`src/rtl/instr_imm_encoder.sv`:
```
// Registered RV32I instruction encoder: packs decoded fields and an immediate into an
// instruction word, flags immediates the chosen format cannot represent, and streams it out.
module instr_imm_encoder #(
    parameter int unsigned           ADDR_WIDTH = 32,
    parameter logic [ADDR_WIDTH-1:0] BASE_ADDR  = '0
) (
    input  logic                  clk,
    input  logic                  reset,
    input  logic                  in_valid,
    output logic                  in_ready,
    input  logic [2:0]            immsrc,
    input  logic [6:0]            opcode,
    input  logic [4:0]            rd,
    input  logic [4:0]            rs1,
    input  logic [4:0]            rs2,
    input  logic [2:0]            funct3,
    input  logic [6:0]            funct7,
    input  logic [31:0]           imm,
    output logic                  out_valid,
    input  logic                  out_ready,
    output logic [31:0]           out_instr,
    output logic [ADDR_WIDTH-1:0] out_addr,
    output logic                  out_err,
    output logic [15:0]           err_count,
    output logic [15:0]           instr_count
);

    localparam logic [2:0]  FMT_I     = 3'b000;
    localparam logic [2:0]  FMT_S     = 3'b001;
    localparam logic [2:0]  FMT_B     = 3'b010;
    localparam logic [2:0]  FMT_J     = 3'b011;
    localparam logic [2:0]  FMT_U     = 3'b100;
    localparam logic [2:0]  FMT_ISH   = 3'b101;
    localparam logic [31:0] NOP_INSTR = 32'h0000_0013;

    logic [31:0]           instr_c;
    logic                  err_c;
    logic                  accept_c;
    logic [ADDR_WIDTH-1:0] next_addr;

    // An immediate fits N signed bits when all bits from N-1 upward agree with the sign.
    logic fits12_c, fits13_c, fits21_c;
    assign fits12_c = (&imm[31:11]) | ~(|imm[31:11]);
    assign fits13_c = (&imm[31:12]) | ~(|imm[31:12]);
    assign fits21_c = (&imm[31:20]) | ~(|imm[31:20]);

    assign in_ready = !out_valid || out_ready;
    assign accept_c = in_valid && in_ready;

    // Field packing and range check; out-of-range words are still packed with truncated fields.
    always_comb begin
        instr_c = NOP_INSTR;
        err_c   = 1'b1;
        case (immsrc)
            FMT_I: begin
                instr_c = {imm[11:0], rs1, funct3, rd, opcode};
                err_c   = !fits12_c;
            end
            FMT_S: begin
                instr_c = {imm[11:5], rs2, rs1, funct3, imm[4:0], opcode};
                err_c   = !fits12_c;
            end
            FMT_B: begin
                instr_c = {imm[12], imm[10:5], rs2, rs1, funct3, imm[4:1], imm[11], opcode};
                err_c   = !fits13_c || imm[0];
            end
            FMT_J: begin
                instr_c = {imm[20], imm[10:1], imm[11], imm[19:12], rd, opcode};
                err_c   = !fits21_c || imm[0];
            end
            FMT_U: begin
                instr_c = {imm[31:12], rd, opcode};
                err_c   = |imm[11:0];
            end
            FMT_ISH: begin
                instr_c = {funct7, imm[4:0], rs1, funct3, rd, opcode};
                err_c   = |imm[31:5];
            end
            default: begin
                instr_c = NOP_INSTR;
                err_c   = 1'b1;
            end
        endcase
    end

    // Output register, address counter and statistics; reset drops any pending word.
    always_ff @(posedge clk) begin
        if (reset) begin
            out_valid   <= 1'b0;
            out_instr   <= '0;
            out_addr    <= BASE_ADDR;
            out_err     <= 1'b0;
            err_count   <= '0;
            instr_count <= '0;
            next_addr   <= BASE_ADDR;
        end else begin
            if (accept_c) begin
                out_valid   <= 1'b1;
                out_instr   <= instr_c;
                out_err     <= err_c;
                out_addr    <= next_addr;
                next_addr   <= next_addr + ADDR_WIDTH'(4);
                instr_count <= instr_count + 16'd1;
                if (err_c && (err_count != 16'hFFFF)) begin
                    err_count <= err_count + 16'd1;
                end
            end else if (out_valid && out_ready) begin
                out_valid <= 1'b0;
            end
        end
    end

endmodule
```
`config.mk`:
```
export PLATFORM = sky130hd
export DESIGN_NAME = instr_imm_encoder
export DESIGN_NICKNAME = d
export VERILOG_FILES = /design/src/rtl/instr_imm_encoder.sv
export SDC_FILE = /design/constraint.sdc
export NUM_CORES = 1
export LEC_CHECK = 0
export CORE_MARGIN = 2
export CORE_UTILIZATION = 48
export CTS_CLUSTER_DIAMETER = 100
export DETAILED_ROUTE_END_ITERATION = 12
export GPL_TIMING_DRIVEN = 0
export PLACE_DENSITY = 0.81
export SETUP_SLACK_MARGIN = 0.02
export SLEW_MARGIN = 10
export SYNTH_ARGS = -nofsm -noshare
export SYNTH_HDL_FRONTEND = slang
export SYNTH_SLANG_ARGS = --single-unit
```
`constraint.sdc`:
```
create_clock -name clk -period 2.8 [get_ports clk]
set_clock_uncertainty 0.15 [all_clocks]
set_input_delay 0.56 -clock clk [delete_from_list [all_inputs] [get_ports clk]]
set_output_delay 0.56 -clock clk [all_outputs]
set_load 0.02 [all_outputs]
```
==> out/qor.yml <==
status: "complete, no violations"
clock_sinks: 126
maxSlewHeadroom: 0.4208
fill_cells: 1012
cts_resized: 1
leakage_nw: 3.014
netlist_instances: 735
clk_pin_slew_ps: 50
yosysWarnings: 0
gp_congestion: 0.9341
synth_edf_count: 0
drt_iter0_drc: 553
nets: 995
r2r_slack_ps: 330
diodes: 0
irDropWorstVdd_mv: 0.6164
post_drt_wl_per_cell_um: 16.30
route.detailed.drc: 0
htreeDepth: 4
core_area_mm2: 0.01201
drt-total-wl_mm: 17.62
post-place-ws_ps: -526.1
first_pass_iters: 6
critPathLaunchType: "input pin"
async_flop_share: 0
cts_tree: "yes"
setup_tns_ps: 0
synth_flop_cell: "dfxtp_1"
internal-power_mw: 3.531
post_synth_num_cell_types: 48
die_y_um: 114.8
syn_to_final_growth_pct: 42.87
port_buffers: 167
hpwlAfterDp_mm: 12.59
p_clk_frac: 0.475
vias: 6098
final_common_cell: "clkdlybuf4s50_1"
grt.overflow.total: 0
cts_hold_buf: 0
synth_area_mm2: 0.005889
multiInputGateArea_mm2: 0.003178
root_buffer: "clkbuf_16"
cp_data_arrival_time_ps: 2880
drv_slew: 0
row_count: 40
total_power_mw: 4.715
fin_crit_ps: 2728
cts_buffers: 17
num_io_pins: 170
grt_pass1_vias: 5581
period_share: 0.9742
initial_core_util: 0.4903
min_path_type: "flop to flop"
regArea_mm2: 0.002522
ys_ff_latch: 126
setup_slack_ps: 72.34
grtUsageTotal: 0.2711
combinationalPowerShare: 0.127
syn_area_per_cell_um2: 8.013
clk_path_buf_depth: 2
cp-end-kind: "flop"
final_cell_area_mm2: 0.008414
cts_setup_buffers: 0
p_sw_frac: 0.2511
grt_max_degree: 17
ys_seq_area_frac: 0.4283
antenna_found_initial: 0
place_area_mm2: 0.007755
crit_type: "input pin to flop"
seq_power_share: 0.398
viasPerCell: 5.641
tightest_slew_ps: 868.7
fmax_mhz: 366.6
die_area_mm2: 0.01317
final_cell_mix: "clkdlybuf4s50_1, dfxtp_1, nor2_1"
cap_violations: 0
power.switching_mw: 1.184
crit_fanout: 10
grt_setup_unrepaired: "yes"
drive_above_1_share: 0.06531
die_w_um: 114.8
final_antenna_net_count: 0
hold_violations: 0
grt_first_pass_wirelength_mm: 27.99
power_density_mw_per_mm2: 560.4
setup_viol: 0
worstPathRequired_ps: 2950
insertion_delay_ps: 420
routing by layer:
layer	GRT usage	up-vias	routed length, µm
met1	0.3575	2862	7774
li1	-	2954	-
met3	0.07116	26	1280
met2	0.4375	256	8273
met4	0.08514	0	292
met5	0	-	0
cells by family after synthesis:
| logic type | after synthesis | synth area share |
|---|---|---|
| other | 1 | 0.0006367 |
| buffers and inverters | 57 | 0.04079 |
| XOR/XNOR | 38 | 0.05651 |
| adder cells (fa/ha/maj) | 3 | 0.006374 |
| AO/OA/AOI/OAI | 163 | 0.1640 |
| flip-flops | 126 | 0.4283 |
| multiplexers | 25 | 0.04376 |
| AND/OR/NAND/NOR | 322 | 0.2596 |
power groups by stage:
stage	clock network (mW)	registers [mW]	logic, mW
final	2.24	1.88	0.601
after global routing	2.35	1.88	0.646
after CTS	2.26	1.87	0.589
after detailed placement	0	1.91	0.585
after global placement	0	1.91	0.582
after floorplan	0	1.96	0.245
sequential cells by signal, summed over array words and instances (netlist names):
register	cells
out_addr	30
out_valid	1
next_addr	30
out_instr	32
err_count	16
out_err	1
instr_count	16
layout make-up:
type,instances,area share
sequential,126,0.2998
multi-input combinational,553,0.3777
buffer,48,0.02543
timing repair buffer,167,0.1996
tap,147,0.02186
clock inverter,14,0.01993
inverter,8,0.003569
clock buffer,18,0.05219
final timing paths:
check	from	end	cells after the start
max reg2reg	err_count[3]	err_count[11]	9
min reg2reg	out_instr[31]	out_instr[31]	2
min	out_instr[31]	out_instr[31]	2
max	imm[9]	err_count[10]	9
critical path: stages:
cell	delay [ps]
clkdlybuf4s50_1	440
or4_4	560
nor4_4	230
a31o_2	200
o32a_1	210
and2_1	160
clkbuf_4	190
nor3_1	70
mux2_2	260
cell usage after synthesis (3+ instances only):
| master | number | area, µm² |
|---|---|---|
| a211oi_1 | 8 | 60.06 |
| a21oi_1 | 82 | 410.4 |
| a221oi_1 | 4 | 35.03 |
| a22oi_1 | 19 | 142.6 |
| and2_1 | 5 | 31.28 |
| and3_1 | 9 | 56.30 |
| and3_4 | 3 | 33.78 |
| and4_1 | 4 | 35.03 |
| buf_1 | 5 | 18.77 |
| buf_2 | 3 | 15.01 |
| clkbuf_1 | 37 | 138.9 |
| dfxtp_1 | 126 | 2522 |
| ha_1 | 3 | 37.54 |
| inv_1 | 8 | 30.03 |
| mux2_2 | 6 | 67.56 |
| mux2i_1 | 19 | 190.2 |
| nand2_1 | 92 | 345.3 |
| nand3_1 | 28 | 140.1 |
| nand4_1 | 19 | 118.9 |
| nor2_1 | 98 | 367.9 |
| nor2b_1 | 16 | 100.1 |
| nor3_1 | 18 | 90.09 |
| nor4_1 | 7 | 43.79 |
| o21ai_0 | 26 | 130.1 |
| o221ai_1 | 8 | 70.07 |
| o22ai_1 | 4 | 25.02 |
| or3_1 | 13 | 81.33 |
| or4_1 | 3 | 22.52 |
| xnor2_1 | 12 | 105.1 |
| xor2_1 | 26 | 227.7 |
stage by stage:
stage	hold WS [ps]	utilization	cells
floorplan	293.6	-	736
global placement	292.7	0.6451	1050
detailed placement	295.9	0.6456	1050
CTS	303.7	0.6964	1081
global route	317.6	0.7005	1081
finish	303.1	0.7005	1081
No activity file was read; power rests on OpenSTA's default activity.
